## src/rtl/seqcordic_gen.sv

```systemverilog
// Sequential CORDIC engine: one micro-rotation per clock, rotate or vector mode per request.
// Optional macro SEQCORDIC_GAIN_COMP_EN adds a GAIN state that removes the CORDIC gain.
module seqcordic_gen #(
  parameter int unsigned IW      = 16,
  parameter int unsigned OW      = 16,
  parameter int unsigned PW      = 32,
  parameter int unsigned NSTAGES = 19,
  parameter int unsigned XTRA    = 3
) (
  input  logic          i_clk,
  input  logic          i_reset,
  input  logic          i_stb,
  input  logic          i_mode,
  input  logic [IW-1:0] i_xval,
  input  logic [IW-1:0] i_yval,
  input  logic [PW-1:0] i_phase,
  output logic          o_busy,
  output logic          o_done,
  output logic [OW-1:0] o_xval,
  output logic [OW-1:0] o_yval,
  output logic [PW-1:0] o_phase
);
  localparam int unsigned WW = IW + XTRA + 2;
  // LSBs dropped between the working word and the output tap; must be at least 1.
  localparam int unsigned RS = WW - 2 - OW;
  localparam logic [PW-1:0] Half    = {1'b1, {(PW - 1){1'b0}}};
  localparam logic [PW-1:0] Quarter = {2'b01, {(PW - 2){1'b0}}};

`ifdef SEQCORDIC_GAIN_COMP_EN
  typedef enum logic [2:0] {StIdle, StPre, StIter, StGain, StOut} state_e;
`else
  typedef enum logic [2:0] {StIdle, StPre, StIter, StOut} state_e;
`endif

  // atan(2^-k) as a fraction of 2^32 per full circle, rounded to PW bits.
  function automatic logic [PW-1:0] angle_lut(input logic [4:0] k);
    logic [31:0] a;
    logic [32:0] r;
    case (k)
      5'd0:  a = 32'h20000000;  5'd1:  a = 32'h12e4051e;
      5'd2:  a = 32'h09fb385b;  5'd3:  a = 32'h051111d4;
      5'd4:  a = 32'h028b0d43;  5'd5:  a = 32'h0145d7e1;
      5'd6:  a = 32'h00a2f61e;  5'd7:  a = 32'h00517c55;
      5'd8:  a = 32'h0028be53;  5'd9:  a = 32'h00145f2f;
      5'd10: a = 32'h000a2f98;  5'd11: a = 32'h000517cc;
      5'd12: a = 32'h00028be6;  5'd13: a = 32'h000145f3;
      5'd14: a = 32'h0000a2f9;  5'd15: a = 32'h0000517d;
      5'd16: a = 32'h000028be;  5'd17: a = 32'h0000145f;
      5'd18: a = 32'h00000a30;  5'd19: a = 32'h00000518;
      5'd20: a = 32'h0000028c;  5'd21: a = 32'h00000146;
      5'd22: a = 32'h000000a3;  5'd23: a = 32'h00000051;
      5'd24: a = 32'h00000029;  5'd25: a = 32'h00000014;
      5'd26: a = 32'h0000000a;  5'd27: a = 32'h00000005;
      5'd28: a = 32'h00000003;  5'd29: a = 32'h00000001;
      5'd30: a = 32'h00000001;
      default: a = 32'h00000000;
    endcase
    r = {a, 1'b0} + (33'd1 << (32 - PW));
    return PW'(r >> (33 - PW));
  endfunction

  // Round half-to-even onto the output tap, then clamp symmetrically.
  function automatic logic [OW-1:0] round_sat(input logic signed [WW-1:0] v);
    logic signed [WW:0] ve, r, q, maxv;
    ve   = (WW + 1)'(v);
    r    = ve + (WW + 1)'((1 << (RS - 1)) - 1) + (WW + 1)'(v[RS]);
    q    = r >>> RS;
    maxv = (WW + 1)'((1 << (OW - 1)) - 1);
    if (q > maxv)       return OW'(maxv);
    else if (q < -maxv) return OW'(-maxv);
    else                return OW'(q);
  endfunction

`ifdef SEQCORDIC_GAIN_COMP_EN
  // 1/G in Q0.32 for the given stage count.
  function automatic logic [31:0] gain_inv(input int unsigned n);
    case (n)
      8:       return 32'd2608158028;
      9:       return 32'd2608138129;
      10:      return 32'd2608133154;
      11:      return 32'd2608131911;
      12:      return 32'd2608131600;
      13:      return 32'd2608131522;
      14:      return 32'd2608131502;
      15:      return 32'd2608131498;
      default: return 32'h9b74eda8;
    endcase
  endfunction
  localparam logic [32:0] GainK = {1'b0, gain_inv(NSTAGES)};
  logic signed [WW+32:0] px, py;
`endif

  state_e               state_q, state_d;
  logic                 mode_q, mode_d;
  logic signed [WW-1:0] x_q, x_d, y_q, y_d, xs, ys;
  logic [PW-1:0]        ph_q, ph_d, ang_q, ang_d;
  logic [4:0]           k_q, k_d;
  logic                 pos;
  logic [OW-1:0]        xo_q, xo_d, yo_q, yo_d;
  logic [PW-1:0]        pho_q, pho_d;
  logic                 done_q, done_d;

  always_comb begin
    state_d = state_q;
    mode_d  = mode_q;
    x_d     = x_q;
    y_d     = y_q;
    ph_d    = ph_q;
    ang_d   = ang_q;
    k_d     = k_q;
    xo_d    = xo_q;
    yo_d    = yo_q;
    pho_d   = pho_q;
    done_d  = 1'b0;
    xs      = x_q >>> k_q;
    ys      = y_q >>> k_q;
    pos     = mode_q ? y_q[WW-1] : ~ph_q[PW-1];
`ifdef SEQCORDIC_GAIN_COMP_EN
    px      = (WW + 33)'(x_q) * (WW + 33)'($signed(GainK));
    py      = (WW + 33)'(y_q) * (WW + 33)'($signed(GainK));
`endif
    case (state_q)
      StIdle: begin
        if (i_stb) begin
          state_d = StPre;
          mode_d  = i_mode;
          x_d     = WW'($signed(i_xval)) <<< XTRA;
          y_d     = WW'($signed(i_yval)) <<< XTRA;
          ph_d    = i_phase;
        end
      end
      StPre: begin
        state_d = StIter;
        k_d     = '0;
        ang_d   = angle_lut(5'd0);
        if (mode_q) begin
          ph_d = '0;
          if (x_q[WW-1]) begin
            x_d  = -x_q;
            y_d  = -y_q;
            ph_d = Half;
          end
        end else begin
          // Fold the angle into [-45, 45) degrees with a 0/90/180/270 pre-rotation.
          case (ph_q[PW-1 -: 3])
            3'b001, 3'b010: begin x_d = -y_q; y_d = x_q;  ph_d = ph_q - Quarter; end
            3'b011, 3'b100: begin x_d = -x_q; y_d = -y_q; ph_d = ph_q - Half;    end
            3'b101, 3'b110: begin x_d = y_q;  y_d = -x_q; ph_d = ph_q + Quarter; end
            default: ;
          endcase
        end
      end
      StIter: begin
        if (pos) begin
          x_d  = x_q - ys;
          y_d  = y_q + xs;
          ph_d = ph_q - ang_q;
        end else begin
          x_d  = x_q + ys;
          y_d  = y_q - xs;
          ph_d = ph_q + ang_q;
        end
        k_d   = k_q + 5'd1;
        ang_d = angle_lut(k_q + 5'd1);
        if (k_q == 5'(NSTAGES - 1)) begin
`ifdef SEQCORDIC_GAIN_COMP_EN
          state_d = StGain;
`else
          state_d = StOut;
`endif
        end
      end
`ifdef SEQCORDIC_GAIN_COMP_EN
      StGain: begin
        x_d     = WW'(px >>> 32);
        y_d     = WW'(py >>> 32);
        state_d = StOut;
      end
`endif
      StOut: begin
        xo_d    = round_sat(x_q);
        yo_d    = round_sat(y_q);
        pho_d   = ph_q;
        done_d  = 1'b1;
        state_d = StIdle;
      end
      default: state_d = StIdle;
    endcase
  end

  always_ff @(posedge i_clk) begin
    if (i_reset) begin
      state_q <= StIdle;
      mode_q  <= 1'b0;
      x_q     <= '0;
      y_q     <= '0;
      ph_q    <= '0;
      ang_q   <= '0;
      k_q     <= '0;
      xo_q    <= '0;
      yo_q    <= '0;
      pho_q   <= '0;
      done_q  <= 1'b0;
    end else begin
      state_q <= state_d;
      mode_q  <= mode_d;
      x_q     <= x_d;
      y_q     <= y_d;
      ph_q    <= ph_d;
      ang_q   <= ang_d;
      k_q     <= k_d;
      xo_q    <= xo_d;
      yo_q    <= yo_d;
      pho_q   <= pho_d;
      done_q  <= done_d;
    end
  end

  assign o_busy  = (state_q != StIdle);
  assign o_done  = done_q;
  assign o_xval  = xo_q;
  assign o_yval  = yo_q;
  assign o_phase = pho_q;

endmodule

```

## config.mk

```make
export PLATFORM = sky130hd
export DESIGN_NAME = seqcordic_gen
export DESIGN_NICKNAME = d
export VERILOG_FILES = /design/src/rtl/seqcordic_gen.sv
export SDC_FILE = /design/constraint.sdc
export NUM_CORES = 1
export LEC_CHECK = 0
export BUFFER_PORTS_ARGS = -buffer_cell sky130_fd_sc_hd__buf_2
export CAP_MARGIN = 20
export CORE_MARGIN = 5
export CORE_UTILIZATION = 35
export DETAILED_ROUTE_END_ITERATION = 8
export GPL_TIMING_DRIVEN = 0
export PLACE_DENSITY = 0.61
export SLEW_MARGIN = 25
export SYNTH_ARGS = -nofsm -noshare
export SYNTH_HDL_FRONTEND = slang
export SYNTH_SLANG_ARGS = --single-unit
```

## constraint.sdc

```tcl
create_clock -name i_clk -period 5.2 [get_ports i_clk]
set_clock_uncertainty 0.1 [all_clocks]
set_input_delay 1.04 -clock i_clk [delete_from_list [all_inputs] [get_ports i_clk]]
set_output_delay 1.04 -clock i_clk [all_outputs]
set_load 0.01 [all_outputs]
```

# Word-level counts from Yosys, hierarchy flattened
# Memories as Yosys holds them, arrays and structs flattened.
# Index checks and enable logic that the tools add are counted.
# totals
inputBits	68
register_bits	180
elab_cells	92
n_memories	1
mem_bits_ro	960
# classes
n_lt_le_gt_ge	4
n_mux	30
eq_ne	14
shifts	2
add_sub_neg	17
reduce_logical	11
n_bitwise	1
# mem_list
name	depth	width	read_ports	rd_clocked_by_memory_dff	wr	line_no	source
(no name shown)	32	30	1	0	0	39	case (k)
# op_table
cell	count
$pmux W21 S3	4
$pmux W32 S3	2
$mux W21	8
$mux W32	5
$mux W16	4
$pmux W32 S2	1
$add A21 B3 Y22 const B	2
$add A22 B1 Y22	2
$add A21 B21 Y21	2
$neg A21 Y21	2
$sshr A21 B5 Y21	2
$sub A21 B21 Y21	2
$gt A19 B16 Y1 const B	2
$lt A19 B16 Y1 const B	2
$add A33 B1 Y33 const B	1
$add A32 B31 Y32 const B	1
$add A32 B32 Y32	1
$sub A32 B31 Y32 const B	1
$sub A32 B32 Y32	1
$sub A32 B32 Y32 const B	1
$eq A3 B2 Y1 const B	4
$pmux W5 S2	1
$eq A3 B3 Y1 const B	3
$pmux W3 S3	1
16 further kinds	24

# Logic depth before layout (Yosys ltp)
# Gate-level depths: netlist of run 1.
# depth
depth_word	5
mapped_depth	27
ltp_nobuf	23

# Worst setup path before layout of run 1
# Ideal clock, no wire load.
# synth_timing
path_type	flip-flop to flip-flop
from	register k_q[0]
to	register y_q[18]
stages_incl_launch_ff	22
synth_period_minus_slack_ns	5.045
path_slack_ns	0.155
t_arrival_ns	4.844
cell_sequence	dfxtp_1 -> buf_6 -> buf_6 -> mux4_2 -> mux4_2 -> nor2_1 -> a21oi_1 -> inv_1 -> nand4b_1 -> o31ai_1 -> xor2_1 -> ha_1 -> a21o_1 -> a21o_1 -> a221oi_1 -> o2bb2ai_1 -> nor3_1 -> o21a_1 -> o41ai_1 -> xnor2_1 -> a21oi_1 -> o41ai_1
# synth_between
elab_chain_len	4
word_cells_on_any_way	5
cone_classes	2 x add/sub; 1 x shift; 2 x mux
# synth_rtl
element	line_no	source
start: declaration	97	logic [4:0] k_q, k_d;
start signal: assignment	211	k_q <= k_d;
$sshr A21 B5 Y21 (*)	115	xs = x_q >>> k_q;
$sub A21 B21 Y21 or $add A21 B21 Y21 (tied branches)	160, 156	
$mux W21 (*)	154	if (pos) begin
$pmux W21 S3 (*)	122	case (state_q)
end signal: assignment	208	y_q <= y_d;
end: declaration	95	logic signed [WW-1:0] x_q, x_d, y_q, y_d, xs, ys;
# Every way passes the cells marked *; elsewhere a longest branch is shown, timed or not.
# A chain may end at the register's enable or synchronous reset.

# Final worst setup path of run 1
# layout_timing
from	register x_q[17]
to	register y_q[14]
# layout_between
elab_chain_len	4
word_cells_on_any_way	5
cone_classes	2 x add/sub; 1 x shift; 2 x mux
# layout_rtl
element	line_no	source
start: declaration	95	
start signal: assignment	195	x_q <= '0;
start signal: assignment	207	x_q <= x_d;
$sshr A21 B5 Y21 (*)	115	
$sub A21 B21 Y21 or $add A21 B21 Y21 (tied branches)	160, 156	
$mux W21 (*)	154	
$pmux W21 S3 (*)	122	
# Marks and branches as above.

==> key figures, run 1 <==
Status
  • Status: finished with violations
  • Violated checks: negative setup slack

Worst setup path
  • Crit path max-delay family: compound AO/OA/AOI/OAI gates
  • Worst Reg-to-Reg Cells: 19
  • Crit Reg-Reg Endpoint: y_q[14]
  • Peak fanout along the critical path: 10
  • Cell Chain, Critical Path: clkbuf_1 -> mux2i_2 -> a222oi_1 -> a221oi_2 -> nand3_4 -> nor3b_4 -> nor2_1 -> xor2_1 -> ha_2 -> nor2_1 -> nor2b_1 -> o2bb2ai_4 -> buf_4 -> buf_6 -> o21ai_0 -> a21oi_1 -> xnor2_1 -> a221oi_2 -> nor4_2
  • Worst path buffer plus inverter count: 3
  • CP Capture Point: y_q[14]
  • Worst r2r src: x_q[17]
  • Critical path class: reg -> reg
  • Critical Path RT: 5.47 ns
  • Cell depth of the worst setup path: 19
  • Crit. End Element: register
  • Reg2Reg Setup Slack: -0.1 ns
  • Critical Path Source: x_q[17]
  • Max stage delay on crit path: 0.74 ns
  • Startpoint types: register
  • Crit path arrival time: 5.57 ns
  • CP max stage cell: a222oi_1

GRT
  • Largest net degree at the start of global routing: 18
  • First-pass GRT wire length: 129 mm
  • Vias in the first global route: 19300
  • Grt ovf: 0
  • Initial antenna violation count: 1
  • Global-route total usage across every layer: 30.6%

Place
  • I/O Buffers: 133
  • GPL Wtd Cong: 1.02
  • DPL Wire Length: 70.2 mm
  • Pre-CTS setup slack: -1.87 ns
  • Cell total after placement: 3179

Synth
  • Synth Register Bits: 177
  • Post-synthesis cell type count: 92
  • Post-Syn Area: 0.0177 mm²
  • Top_reg_cell synth: dfxtp_1
  • Synthesized Nets: 2536
  • Biggest area consumer among synthesized cells: dfxtp_1
  • Mean Syn Cell Area: 7.46 µm²
  • Post-synth EDFFs: 0
  • FFs w/ async S/R, synth: 0%
  • Cells after Synth: 2372
  • Ranking of synthesized cells by area: dfxtp_1 20%, ha_1 6.6%, nor2_1 6.3%, a21oi_1 5.9%, xnor2_1 4.9%
  • Area share of the largest cell type after synthesis: 20.0%
  • Sequential-to-total area share from yosys stat: 20.0%
  • Synth warnings: 0

Final layout
  • Syn-to-layout area delta: 19.3%
  • Most common cell after layout, fill and taps aside: nor2_1
  • Nets: 2745
  • Cell Count, Final, Fillers Out: 3266
  • Layout cells sized above 1: 18.1%
  • Antenna cells: 0
  • Most frequent cells in the layout: 295 x nor2_1, 197 x nand2_1, 196 x a21oi_1

STA
  • Final hold vios: 0
  • Tmin final: 5.30 ns
  • Worst-Margin Slew: 1.14 ns
  • Highest clock rate: 189 MHz
  • Final period util: 102%
  • Slew HR: 24.0%
  • Final worst-path setup slack: -0.0972 ns
  • RSZ-0062 raised after global routing: true
  • Final Setup Violations: 13
  • Hold Slack: 0.377 ns
  • Fin. max-slew vios: 0

Clock network
  • Clock Pin Slew Worst Setup and Hold Paths: 0.08 ns
  • H-Tree Depth: 4
  • Max Buffers Root-to-Sink: 2
  • Hold Buf Count CTS: 0
  • TritonCTS clock tree: yes
  • Num CTS Buffers: 17
  • Num Clock Sinks: 177
  • Clock latency on the worst-skew pair: 0.48 ns
  • Root buffer cell: clkbuf_16

Route
  • DRC Markers: 0
  • Drt first pass iters: 8
  • DRT antenna net count: 0
  • Final WL: 90.2 mm
  • Average wire per standard cell: 27.6 µm
  • 1st-iter DRT viols: 2246
  • Via Count: 20700
  • Detail-routed via count per cell: 6.33

Die
  • # rows: 82
  • Die Y: 235 µm
  • IO Count: 134
  • Starting Density: 35.4%
  • Core ar.: 0.0501 mm²
  • Die X: 235 µm
  • Die area: 0.0552 mm²

Power
  • Combinational Power Share: 77.0%
  • Clock power frac: 9.7%
  • Cell Int Power: 0.00672 W
  • Power per cell area: 724 mW/mm²
  • Switch share: 56.1%
  • Switching pwr: 0.00857 W
  • VDD IR max: 483 µV
  • Leak pwr: 8.29 nW
  • Register share of total power: 13.3%

Worst hold path
  • Hold crit path type: reg -> reg

Job
  • MaxCap Viol Count: 0
per-layer routing:
layer  vias to the layer above  part of all wire (%)  track usage (%)
met3                       308                    10             7.68
li1                       9119                     -                -
met5                         -                     0                0
met2                      1235                    44             48.3
met4                         0                   6.5             15.2
met1                     10000                    40             38.8
what timing repair did:
action / CTS / global route
cloned: 1 / 1
setup buffers: 30 / 23
hold endpoints to repair: 0 / 0
endpoints found under the setup margin: 66 / 30
pin swaps: 36 / 61
gates resized for setup: 128 / 88
Yosys cell counts, drive strengths merged, types with 23 or more instances:
master  instances
o22ai          26
a211oi         43
nor2          299
mux2i          74
o31ai          23
nand2         201
nand2b         31
nor3          100
xnor2         100
o21ai         150
a22oi          31
a221oi         38
mux4           38
inv            51
xor2           87
nand3          37
o211ai         27
buf            51
ha             93
a21o           26
clkbuf        142
dfxtp         177
a21oi         211
a31oi          27
power groups by stage:
stage                     sequential, W  combinational (W)  clock, W
after floorplan                 0.00188            0.00722         0
after global placement          0.00203             0.0103         0
after detailed placement        0.00204             0.0104         0
after CTS                       0.00201             0.0110   0.00148
after global routing            0.00205             0.0125   0.00154
final                           0.00204             0.0118   0.00148
state kept, by name, summed over array words and instances (netlist names):
register / cells
ang_q: 30
k_q: 5
mode_q: 1
o_done: 1
o_phase: 32
o_xval: 16
o_yval: 16
ph_q: 32
state_q: 2
x_q: 21
y_q: 21
area by class of cell:
type	count	area, µm²
multi-input cells	1950	13700
clock buffers	19	453
repair buffers	190	1160
fillers	5290	29000
plain buffers	193	1010
inverters	52	195
flip-flops and latches	177	3560
clock inverters	13	191
well taps	672	841
worst register-to-register path, stage by stage, from the launching register on:
cell and delay [ns]:
dfxtp_1 0.53, clkbuf_1 0.64, mux2i_2 0.26, a222oi_1 0.74, a221oi_2 0.26, nand3_4 0.17
nor3b_4 0.06, nor2_1 0.11, xor2_1 0.23, ha_2 0.32, nor2_1 0.23, nor2b_1 0.13
o2bb2ai_4 0.23, buf_4 0.15, buf_6 0.09, o21ai_0 0.08, a21oi_1 0.17, xnor2_1 0.23
a221oi_2 0.11, nor4_2 0.35
cell families (layout without fill, tap and decap cells):
kind of cell / Yosys count / in the layout / share of synthesized area [%]
mux: 125 / 125 / 9.97
xor+xnor: 187 / 187 / 9.25
compound gates: 713 / 713 / 26.0
flops: 177 / 177 / 20.0
simple gates: 829 / 829 / 21.9
buf+inv: 245 / 467 / 5.92
fa+ha+maj: 96 / 96 / 6.91
worst min-delay path by stage:
stage | start | to | slack (ns) | cells past startpoint
5_1_grt | o_xval[15] | o_xval[15] | 0.41 | 2
6_report | o_xval[5] | o_xval[5] | 0.38 | 2
2_1_floorplan | ang_q[16] | ang_q[16] | 0.37 | 2
3_3_place_gp | o_yval[15] | o_yval[15] | 0.36 | 2
4_1_cts | o_xval[15] | o_xval[15] | 0.38 | 2
3_5_place_dp | o_xval[5] | o_xval[5] | 0.37 | 2
stage by stage:
stage	total power, W	util [%]	TNS [ns]	cell area, µm²
floorplan	0.00910	-	0	17700
global placement	0.0124	38.4	-57.41	19200
detailed placement	0.0125	38.4	-57.81	19200
CTS	0.0145	41.1	-0.540	20600
global route	0.0161	42.2	-2.59	21100
finish	0.0153	42.2	-0.674	21100
No activity file was read; power rests on OpenSTA's default activity.
==> run 2: changes to the inputs <==
Settings changed: MAX_ROUTING_LAYER set to met4.
==> run 2 against run 1 <==
  * The flow still finishes with violations (negative setup slack)
  * Maximum frequency shrank 0.25%
  * Clock-buffer cell count increased by 1
  * Combinational power is 3% higher
  * Final area decreased by 0.14%
  * Cell count is 0.18% lower
  * Non-clock buffer count fell by 8
  * Largest power group unchanged
  * Sequential share of layout area barely moved
  * Wire length up 5.3%
  * Hold slack got worse by 0.0044 ns
==> key figures, run 2 (synthesized netlist as in run 1, its figures left out) <==
Route
  • DRT antenna net count: 0
  • Drt first pass iters: 8
  • Detail-routed via count per cell: 6.30
  • Average wire per standard cell: 29.1 µm
  • Final WL: 95.0 mm
  • 1st-iter DRT viols: 2422
  • DRC Markers: 0
  • Via Count: 20500

Final layout
  • Final core utilization: 42.1%
  • Most common cell after layout, fill and taps aside: nor2_1
  • Most frequent cells in the layout: 296 x nor2_1, 195 x nand2_1, 195 x a21oi_1
  • Filler cells: 5311
  • Layout cells sized above 1: 18.3%
  • Nets: 2737
  • Syn-to-layout area delta: 19.1%
  • Design area: 0.0211 mm²

Worst hold path
  • Hold crit path type: reg -> reg

STA
  • Worst-Margin Slew: 1.14 ns
  • Sum of negative setup slack: -0.488 ns
  • Highest clock rate: 188 MHz
  • Fin. max-slew vios: 0
  • Final period util: 102%
  • Slew HR: 24.2%
  • Tmin final: 5.31 ns
  • RSZ-0062 raised after global routing: true
  • Final worst-path setup slack: -0.110 ns
  • Final hold vios: 0
  • Final Setup Violations: 9

Clock network
  • Max Buffers Root-to-Sink: 2
  • Hold Buf Count CTS: 0
  • Num Clock Sinks: 177
  • Root buffer cell: clkbuf_16
  • Clock Pin Slew Worst Setup and Hold Paths: 0.08 ns
  • H-Tree Depth: 4
  • TritonCTS clock tree: yes
  • Clock latency on the worst-skew pair: 0.48 ns
  • Num CTS Buffers: 17

Die
  • Starting Density: 35.4%
  • Die area: 0.0552 mm²
  • Die Y: 235 µm
  • Core ar.: 0.0501 mm²
  • Die X: 235 µm
  • # rows: 82
  • IO Count: 134

Power
  • Power per cell area: 739 mW/mm²
  • Design Power: 0.0156 W
  • Leak pwr: 8.23 nW
  • VDD IR max: 392 µV

Job
  • MaxCap Viol Count: 0

GRT
  • Vias in the first global route: 19500
  • GR peak layer: met2
  • Grt met1 use: 42.6%
  • Met3 Use GR: 4.85%
  • First-pass GRT wire length: 135 mm
  • Met2 global-route usage: 51.6%
  • Global-route total usage across every layer: 33.4%
  • Grt ovf: 0
  • Initial antenna violation count: 2
  • Largest net degree at the start of global routing: 18

Place
  • Post-DP Area: 0.0192 mm²
  • DPL Wire Length: 74.0 mm
  • I/O Buffers: 133
  • GPL Wtd Cong: 1.01
  • Pre-CTS setup slack: -1.98 ns

Worst setup path
  • Peak fanout along the critical path: 7
  • Reg2Reg Setup Slack: -0.11 ns
  • Crit path arrival time: 5.56 ns
  • CP max stage cell: mux4_2
  • Cell Chain, Critical Path: buf_12 -> buf_12 -> mux4_2 -> mux4_2 -> a2111o_1 -> a21oi_2 -> buf_4 -> a21oi_1 -> xnor2_1 -> ha_1 -> a21o_1 -> a221oi_4 -> o2bb2ai_4 -> nor3_2 -> o21a_1 -> o41ai_4 -> xnor2_2 -> a21oi_2 -> o41ai_4
  • Max stage delay on crit path: 0.54 ns
  • Critical path class: reg -> reg
  • Crit. End Element: register
  • Critical Path RT: 5.45 ns
  • Startpoint types: register

Status
  • Status: finished with violations
  • Violated checks: negative setup slack
-- run 2: area by class of cell --
cell class                      count  area (µm²)  area share (%)
Clock buffer                       20         457            2.17
Inverter                           52         195           0.926
Buffer                            193        1020            4.83
Tap cell                          672         841            3.99
Multi-Input combinational cell   1950       13800            65.6
Timing Repair Buffer              182        1070            5.07
Antenna cell                        2        5.00          0.0237
Clock inverter                     12         108           0.510
Sequential cell                   177        3560            16.9
-- run 2: power by group --
| group | total, W | internal [W] | switching (W) | leakage (nW) |
|---|---|---|---|---|
| clock network | 0.00134 | 0.000657 | 0.000684 | 0.279 |
| registers | 0.00203 | 0.00163 | 0.000402 | 1.45 |
| logic | 0.0122 | 0.00437 | 0.00783 | 6.51 |
| total | 0.0156 | 0.00666 | 0.00891 | 8.23 |
-- run 2: path summary, 6_finish.rpt --
kind / from / to / cells past startpoint
worst min register to register: o_xval[15] / o_xval[15] / 2
worst max-delay path: k_q[0] / y_q[18] / 19
worst min-delay path: o_xval[15] / o_xval[15] / 2
worst max register to register: k_q[0] / y_q[18] / 19
-- run 2: critical path, delay by kind of cell (launching register included) --
family	cells	cell delay [ns]
AO/OA/AOI/OAI	10	2.36
XOR/XNOR	2	0.43
adder cells (fa/ha/maj)	1	0.34
buffers and inverters	3	0.41
flip-flops	1	0.40
multiplexers	2	1.08
AND/OR/NAND/NOR	1	0.06
-- run 2: routing by layer --
metal / vias up / wire [µm]
li1: 9099 / -
met1: 10000 / 39400
met2: 1165 / 42300
met3: 252 / 7480
met4: 0 / 5860
met5: - / 0
-- run 2: what timing repair did --
item,4_1_cts,5_1_grt
gates resized for setup,163,75
pin swaps,34,29
cloned,1,0
setup endpoints to repair,66,31
setup buffers,34,14
-- run 2: metrics by stage --
step | hold slack, ns | cells
3_5_place_dp | 0.364 | 3177
6_report | 0.373 | 3260
2_1_floorplan | 0.366 | 2372
5_1_grt | 0.404 | 3260
3_3_place_gp | 0.363 | 3177
4_1_cts | 0.381 | 3244
